===== config.mk =====
export PLATFORM = sky130hd
export DESIGN_NAME = posit_stream_decoder
export DESIGN_NICKNAME = d
export VERILOG_FILES = /design/src/rtl/posit_stream_decoder.sv
export SDC_FILE = /design/constraint.sdc
export NUM_CORES = 1
export LEC_CHECK = 0
export BUFFER_PORTS_ARGS = -buffer_cell sky130_fd_sc_hd__buf_2
export CAP_MARGIN = 20
export CORE_AREA = 2 2 73 128
export DETAILED_ROUTE_END_ITERATION = 8
export DIE_AREA = 0 0 75 130
export PLACE_DENSITY = 0.76
export SLEW_MARGIN = 10
export SYNTH_ARGS = -nofsm -noshare
export SYNTH_HDL_FRONTEND = slang
export SYNTH_SLANG_ARGS = --single-unit

===== constraint.sdc =====
create_clock -name clk_i -period 7.8 [get_ports clk_i]
set_input_delay 1.56 -clock clk_i [delete_from_list [all_inputs] [get_ports clk_i]]
set_output_delay 1.56 -clock clk_i [all_outputs]
set_load 0.01 [all_outputs]

===== src/rtl/posit_stream_decoder.sv =====
// Two-stage valid/ready posit(n, es) decoder: sign, zero/NaR flags, signed scale, hidden-bit mantissa.
// Optional NaR/zero delivery counters are built when PDPU_DEC_STATS_EN is defined.
module posit_stream_decoder #(
    parameter int n  = 16,
    parameter int es = 1,
    localparam int SCALE_WIDTH = $clog2(n) + 1 + es,
    localparam int MANT_WIDTH  = n - es - 3
) (
    input  logic                          clk_i,
    input  logic                          rst_i,
    input  logic                          in_valid_i,
    output logic                          in_ready_o,
    input  logic [n-1:0]                  operand_i,
    output logic                          out_valid_o,
    input  logic                          out_ready_i,
    output logic                          sign_o,
    output logic                          zero_o,
    output logic                          nar_o,
    output logic signed [SCALE_WIDTH-1:0] scale_o,
    output logic [MANT_WIDTH:0]           mant_o,
    output logic [15:0]                   nar_cnt_o,
    output logic [15:0]                   zero_cnt_o
);
    localparam int CW = $clog2(n) + 1;

    // Handshake: a word moves on in_valid_i & in_ready_o and leaves on out_valid_o & out_ready_i;
    // each stage advances when it is empty or the stage after it is advancing.
    logic s1_en, s2_en;
    logic s1_valid, s1_sign, s1_zero, s1_nar;
    logic [n-2:0] s1_body;
    logic s2_valid, s2_sign, s2_zero, s2_nar;
    logic [SCALE_WIDTH-1:0] s2_scale;
    logic [MANT_WIDTH:0] s2_mant;

    assign s2_en      = !s2_valid || out_ready_i;
    assign s1_en      = !s1_valid || s2_en;
    assign in_ready_o = s1_en;

    logic [n-2:0] in_body;
    logic         in_zero, in_nar;

    // Only the bits below the sign of the magnitude are kept; for non-NaR words its MSB is 0.
    assign in_body = operand_i[n-1] ? (~operand_i[n-2:0] + (n-1)'(1)) : operand_i[n-2:0];
    assign in_zero = (operand_i == '0);
    assign in_nar  = operand_i[n-1] && (operand_i[n-2:0] == '0);

    always_ff @(posedge clk_i) begin
        if (rst_i) begin
            s1_valid <= 1'b0;
            s1_sign  <= 1'b0;
            s1_zero  <= 1'b0;
            s1_nar   <= 1'b0;
            s1_body  <= '0;
        end else if (s1_en) begin
            s1_valid <= in_valid_i;
            if (in_valid_i) begin
                s1_sign <= operand_i[n-1];
                s1_zero <= in_zero;
                s1_nar  <= in_nar;
                s1_body <= in_body;
            end
        end
    end

    logic                   run_bit, run_on;
    logic [CW-1:0]          run_len;
    logic [n-2:0]           after_run;
    logic [SCALE_WIDTH-1:0] k_val, e_val, d_scale;
    logic [MANT_WIDTH-1:0]  frac;

    always_comb begin
        run_bit = s1_body[n-2];
        run_on  = 1'b1;
        run_len = '0;
        for (int i = n - 2; i >= 0; i--) begin
            if (run_on && (s1_body[i] == run_bit)) run_len = run_len + CW'(1);
            else                                   run_on  = 1'b0;
        end
        // A run filling every bit shifts everything out, leaving e = 0 and fraction = 0.
        after_run = s1_body << (run_len + CW'(1));
        e_val     = SCALE_WIDTH'(after_run >> (n - 1 - es));
        frac      = MANT_WIDTH'(after_run >> (n - 1 - es - MANT_WIDTH));
        k_val     = run_bit ? (SCALE_WIDTH'(run_len) - SCALE_WIDTH'(1))
                            : (SCALE_WIDTH'(0) - SCALE_WIDTH'(run_len));
        d_scale   = (k_val << es) + e_val;
    end

    always_ff @(posedge clk_i) begin
        if (rst_i) begin
            s2_valid <= 1'b0;
            s2_sign  <= 1'b0;
            s2_zero  <= 1'b0;
            s2_nar   <= 1'b0;
            s2_scale <= '0;
            s2_mant  <= '0;
        end else if (s2_en) begin
            s2_valid <= s1_valid;
            if (s1_valid) begin
                s2_zero <= s1_zero;
                s2_nar  <= s1_nar;
                if (s1_zero || s1_nar) begin
                    s2_sign  <= 1'b0;
                    s2_scale <= '0;
                    s2_mant  <= '0;
                end else begin
                    s2_sign  <= s1_sign;
                    s2_scale <= d_scale;
                    s2_mant  <= {1'b1, frac};
                end
            end
        end
    end

    assign out_valid_o = s2_valid;
    assign sign_o      = s2_sign;
    assign zero_o      = s2_zero;
    assign nar_o       = s2_nar;
    assign scale_o     = $signed(s2_scale);
    assign mant_o      = s2_mant;

`ifdef PDPU_DEC_STATS_EN
    logic [15:0] nar_cnt, zero_cnt;
    logic        out_fire;

    assign out_fire = s2_valid && out_ready_i;

    always_ff @(posedge clk_i) begin
        if (rst_i) begin
            nar_cnt  <= '0;
            zero_cnt <= '0;
        end else if (out_fire) begin
            if (s2_nar && (nar_cnt != 16'hFFFF))   nar_cnt  <= nar_cnt + 16'd1;
            if (s2_zero && (zero_cnt != 16'hFFFF)) zero_cnt <= zero_cnt + 16'd1;
        end
    end

    assign nar_cnt_o  = nar_cnt;
    assign zero_cnt_o = zero_cnt;
`else
    assign nar_cnt_o  = 16'd0;
    assign zero_cnt_o = 16'd0;
`endif

endmodule


# [Word level (Yosys, flattened, before mapping)]
# Index checks and enable logic that the tools add are counted.
[word_totals] ff_bits=42 inputBits=20 output_inout_bits=56
[classes] addsub=18 eq_ne=14 n_shift=1 n_mux=32 bitwise=1 reduce_logical=23
[op_table] op="$add A5 B1 Y5 const B" n=14
[op_table] op="$mux W5" n=14
[op_table] op="$logic_not A16 Y1" n=1
[op_table] op="$add A15 B1 Y15 const B" n=1
[op_table] op="$logic_not A15 Y1" n=1
[op_table] op="$mux W15" n=1
[op_table] op="$not A15 Y15" n=1
[op_table] op="$shl A15 B5 Y15" n=1
[op_table] op="$eq A1 B1 Y1" n=14
[op_table] op="$logic_and A1 B1 Y1" n=14
[op_table] op="$mux W1" n=14
[op_table] op="$mux W13" n=1
[op_table] op="$add A6 B1 Y6" n=1
[op_table] op="$mux W6" n=1
[op_table] op="$sub A1 B5 Y5 const A" n=1
[op_table] op="$sub A5 B1 Y5 const B" n=1
[op_table] op="$reduce_and A2 Y1" n=2
[op_table] op="$logic_or A1 B1 Y1" n=3
[op_table] op="$logic_not A1 Y1" n=2
[op_table] op="$mux W2" n=1

# [Depth between registers and ports, before layout]
[depth] depth_word=32 mapped_depth=44

# [Worst setup path after synthesis]
# OpenSTA, ideal clock, no wires.
[synth_timing] kind="register to register" from="register s1_body[14]" to="register s2_mant[10], in the netlist mant_o[10]" arrival_ns=8.049 setup_slack_ns=-0.366 stages_incl_launch_ff=41 path_buffers=7 path_cell_list="dfxtp_1 buf_2 buf_2 buf_2 buf_1 a31oi_1 ha_1 a21o_1 ha_1 clkbuf_1 o21a_1 ha_1 nor3_1 a31oi_1 o22ai_1 a21oi_1 o21ai_0 inv_1 [... 5 more ...] a21oi_1 ha_1 nor4_1 a31o_2 or2_1 mux2i_1 ha_1 or4_1 o211ai_1 a311oi_1 ha_1 buf_1 clkbuf_1 nor2_1 nand2_1 nand2_1 mux2_2 a22o_1"
[synth_between] elab_chain_len=31
[synth_rtl] element="from (decl)" line_no="30" text="logic [n-2:0] s1_body;"
[synth_rtl] element="from (signal assigned)" line_no="60" text="s1_body <= in_body;"
[synth_rtl] element="$eq A1 B1 Y1" line_no="76" text="if (run_on && (s1_body[i] == run_bit)) run_len = run_len + CW'(1);"
[synth_rtl] element="$mux W2 / $mux W1 (equally long branches)" line_no="76"
[synth_rtl] element="$add A5 B1 Y5 / $logic_and A1 B1 Y1 (equally long branches)" line_no="76"
[synth_rtl] element="$mux W5 / $mux W1 (equally long branches)" line_no="76"
[synth_rtl] element="$add A5 B1 Y5 / $logic_and A1 B1 Y1 (equally long branches)" line_no="76"
[synth_rtl] element="$mux W5 / $mux W1 (equally long branches)" line_no="76"
[synth_rtl] element="$add A5 B1 Y5 / $logic_and A1 B1 Y1 (equally long branches)" line_no="76"
[synth_rtl] element="$mux W5 / $mux W1 (equally long branches)" line_no="76"
[synth_rtl] element="[... 15 more ...]"
[synth_rtl] element="$mux W5 / $mux W1 (equally long branches)" line_no="76"
[synth_rtl] element="$add A5 B1 Y5 / $logic_and A1 B1 Y1 (equally long branches)" line_no="76"
[synth_rtl] element="$mux W5 / $mux W1 (equally long branches)" line_no="76"
[synth_rtl] element="$add A5 B1 Y5 / $logic_and A1 B1 Y1 (equally long branches)" line_no="76"
[synth_rtl] element="$mux W5" line_no="76"
[synth_rtl] element="$add A5 B1 Y5" line_no="80" text="after_run = s1_body << (run_len + CW'(1));"
[synth_rtl] element="$shl A15 B5 Y15 *" line_no="80"
[synth_rtl] element="$mux W13 *" line_no="101" text="if (s1_zero || s1_nar) begin"
[synth_rtl] element="to (signal assigned)" line_no="108" text="s2_mant <= {1'b1, frac};"
[synth_rtl] element="to (decl)" line_no="33" text="logic [MANT_WIDTH:0] s2_mant;"
# Mark *: on every way between the ends. The rest lies on a longest branch, timed or not.
# A chain may end at the register's enable or synchronous reset.

# [Final worst setup path]
[layout_timing] from="register s1_body[13]" to="register s2_mant[7], in the netlist mant_o[7]"
# The elaborated chain is that of the path after synthesis.

==> results by stage <==
Outcome:
- The run finished with clean final reports.

Synth:
- In the synthesized netlist, the cells that appear most often are nand2_1, nor2_1, dfxtp_1.
- The most common cell in the netlist is nand2_1.
- The largest total area in the synthesized netlist belongs to dfxtp_1.
- The share of Yosys cell area claimed by the top area cell type is roughly a fifth.
- In the synthesized netlist the dominant register cell turns out to be dfxtp_1.
- Summing every instance area after synthesis gives ~0.0044 mm².
- Synthesis inferred 42 register bits.
- The synthesized design contains 0 enable-type register cells.
- The proportion of register bits with asynchronous set or reset after synthesis is 0%.
- After technology mapping, the gate count stands at around 580.
- The post-synthesis area per instance is approximately 7.6 µm².
- The post-synthesis cell type count is 85.
- During synthesis, Yosys emitted a total of 0 warnings.
- Sequential cells were found to cover 19.0% of the synthesized design area.
- In the post-synthesis netlist, the biggest area contributors are dfxtp_1, mux2i_1, nand2_1, buf_4, nor2_1.

Setup path:
- The required time of the worst setup path is roughly 8000 ps.
- The cell repeated most along the worst path is ha_1.
- The worst reg-to-reg path cell count is 38.
- The setup check on the worst reg-to-reg path leaves a slack of 400 ps.
- STA classifies the critical path startpoint as a register.
- The highest-delay cell along the critical path is or4_1.
- Tracing the worst setup path back leads to its startpoint at s1_body[13].
- The kind of end point of the critical path is a register.
- The critical path data arrival time is about 7600 ps.
- The worst register-to-register path begins at s1_body[13].
- The maximum fanout count along the critical path is 7.
- The largest single stage delay on the critical path is 520 ps.
- The type of the setup path with the least slack is reg2reg.

Routing:
- In this run the remaining antenna-violating nets after routing total 0.
- The number of DRC violations after detailed routing is 0.
- The total length of routed wires is roughly 11 mm.
- The per-cell via count in the routed design is between 5 and 6.
- In this run, the number of DRC markers left after iteration 0 of detailed routing was 324.
- Before antenna repair, the detailed router went through 4 iterations.
- In the final routed layout, each cell accounts on average for 15.1 µm.
- The routed via count is 4293.

Floorplanning:
- 76 I/O pins were placed.
- The floorplan step defined a die boundary enclosing between 0.009 and 0.01 mm².
- The core box area is between 0.008 and 0.009 mm².
- The initialized floorplan defines 46 standard-cell rows.
- Once the floorplan was initialized, standard cells occupied 50.4% of the core.
- The height of the die is 130 µm.
- The die is approximately 75 µm wide.

GRT:
- Entering global routing, the biggest net connects 33 pins.
- Global routing consumed, over all layers together, 23.0% of the routing resources.
- The via count of the first global-routing pass is between 3000 and 4000.
- After global routing the overflow that remains totals 0.
- The initial antenna violation count was 0.
- The first global-routing pass estimated between 15 and 20 mm of wire.

Clocking:
- In this run, CTS created clock tree buffers numbering 5.
- TritonCTS built the clock tree.
- The largest buffer count on any clock path is 2.
- The clock transition at the registers of the reported paths is roughly 60 ps.
- The insertion delay of the later-clocked pin in the worst-skew pair is 290 ps.
- The root buffer cell is clkbuf_16.
- The H-tree was split into 2 levels.
- Counting every sink on the clock net gives 42.
- The count of hold-fix buffers inserted at cts is 0.

Power:
- The combinational cell fraction of total power is between 50% and 60%.
- In this run the static leakage power is roughly 2.1 nW.
- The switching power as a share of total power is between 40 and 50%.
- The internal portion of the total power is 0.617 mW.
- The worst voltage drop across the vdd grid is 0.000110 V.
- The share of total power in sequential cells is 23.8%.
- Per report_power, the clock group accounts for between 10% and 20% of the total.
- Dividing total power by cell area gives a power density of between 200 and 250 mW/mm².
- The power dissipated by switching net loads is about 0.45 mW.

Placement:
- Including well taps, the total number of placed cells is 729.
- The number of buffer cells added on primary ports is 43.
- The HPWL after detailed placement is approximately 9.0 mm.
- Routability-driven placement finished with a final weighted congestion of roughly 0.99.

Layout:
- The fraction of layout instances using a drive strength above 1 is between 10% and 20%.
- Summing all flip-flop and latch instances after layout gives between 800 and 900 µm².
- The net count of the finished layout is around 650.
- The multi-input combinational cells in the finished layout cover a total of between 0.003 and 0.004 mm².
- After the flow finishes, the layout carries non-filler instances totaling 740.
- Compared with the post-synthesis result, the final layout area differs by 10.8%.
- The number of fill cells in the layout is ~840.
- The number of antenna diodes in the final layout is 0.

Timing:
- The final critical delay including setup and external delays is about 7400 ps.
- Timing would allow up to approximately 0.14 GHz.
- The final clock skew is between 4 and 5 ps.
- Headroom to the max-slew limit came out at 38.9%.
- The setup total negative slack is 0 ps.
- For the pin with the worst max-slew slack, the measured transition is roughly 900 ps.
- The setup-violating endpoint count in the final report is 0.
- The number of hold-slack violations in the final timing report was 0.
- The final critical path takes up a little over nine tenths of the cycle.
- The max-slew violation count came to 0.

Job:
- The max-capacitance violation count is 0.

Worst hold path:
- The cell depth of the worst hold path is 1.
- In this run the most critical hold path is launched from mant_o[5].
- The worst min-delay path category is reg2reg.
==> path summary, 6_finish.rpt <==
| path | end |
|---|---|
| worst max-delay path | mant_o[7] |
| worst max register to register | mant_o[7] |
| worst min register to register | mant_o[5] |
| worst min-delay path | mant_o[5] |
==> layout make-up <==
cell class | instances | share of cell area, %
tap | 120 | 3.05
inverter | 14 | 1.07
multi-input combinational | 491 | 67.6
clock buffer | 5 | 2.55
sequential | 42 | 17.2
clock inverter | 3 | 0.382
timing repair buffer | 65 | 8.15
==> cells in the final DEF (no fill, tap or decap), drive strengths merged, types with 5 or more instances in the layout <==
cell and n:
a21oi 33, or3 5, and2 10, a21o 6, nand2 69, nand3 12
inv 15, mux2i 28, a22oi 6, conb 32, mux2 9, or2 8
nor2 51, xor2 18, nor3 17, a2111oi 5, dfxtp 42, o31ai 9
clkbuf 5, a22o 12, xnor2 21, o21ai 19, a21boi 5, ha 14
a211oi 15, nand2b 7, buf 65, nor4 9
==> logic make-up (layout without fill, tap and decap cells) <==
group | after synthesis | after routing | share of synthesized area (%)
AOI/OAI and AO/OA | 156 | 156 | 25.6
buffers and inverters | 82 | 87 | 10.2
and+or+nand+nor | 211 | 211 | 23.6
DFF | 42 | 42 | 19.0
muxes | 38 | 38 | 9.20
other | 1 | 32 | 0.0846
xor gates and xnor gates | 40 | 40 | 8.38
adders and majority gates | 14 | 14 | 3.95
==> what timing repair did <==
action | in CTS | in global routing
gates resized for setup | 0 | 19
buffers inserted | 0 | 3
endpoints found under the setup margin | 0 | 14
==> power groups by stage <==
| stage | sequential (mW) | clock, mW | combinational, mW |
|---|---|---|---|
| after floorplan | 0.254 | 0 | 0.446 |
| after global placement | 0.257 | 0 | 0.556 |
| after detailed placement | 0.259 | 0 | 0.567 |
| after CTS | 0.254 | 0.210 | 0.569 |
| after global routing | 0.258 | 0.220 | 0.663 |
| final | 0.254 | 0.209 | 0.607 |
==> worst max-delay path: cells and delay by family (launching register included) <==
kind                       cells  cell delay, ps
adders and majority gates      8            2500
muxes                          4             580
buffers and inverters          3             270
and+or+nand+nor                7            1400
AOI/OAI and AO/OA             16            2200
DFF                            1             350
==> routing by layer <==
| metal | routed length [µm] | vias to the layer above | GRT usage (%) | part of all wire [%] |
|---|---|---|---|---|
| met1 | 4270 | 1986 | 25.2 | 38 |
| met4 | 491 | 0 | 11.6 | 4.4 |
| met5 | 0 | - | 0 | 0 |
| li1 | - | 2132 | - | - |
| met2 | 6040 | 133 | 42.1 | 54 |
| met3 | 393 | 42 | 2.32 | 3.5 |
==> per-stage QoR <==
step	power, mW	util (%)	hold WS [ps]	cell area, µm²	setup WS [ps]
2_1_floorplan	0.700	-	436	4560	55.9
3_3_place_gp	0.813	53.0	440	4660	453
3_5_place_dp	0.825	53.0	451	4660	173
4_1_cts	1.03	54.6	465	4810	141
5_1_grt	1.14	55.8	494	4910	-5.87
6_report	1.07	55.8	460	4910	401
==> flip-flops by register name, indices dropped and copies added, names as in the netlist <==
register / cells
s1_body: 15
mant_o: 13
scale_o: 6
nar_o: 1
out_valid_o: 1
s1_nar: 1
s1_sign: 1
s1_valid: 1
s1_zero: 1
sign_o: 1
zero_o: 1
(Power assumes the default switching activity.)
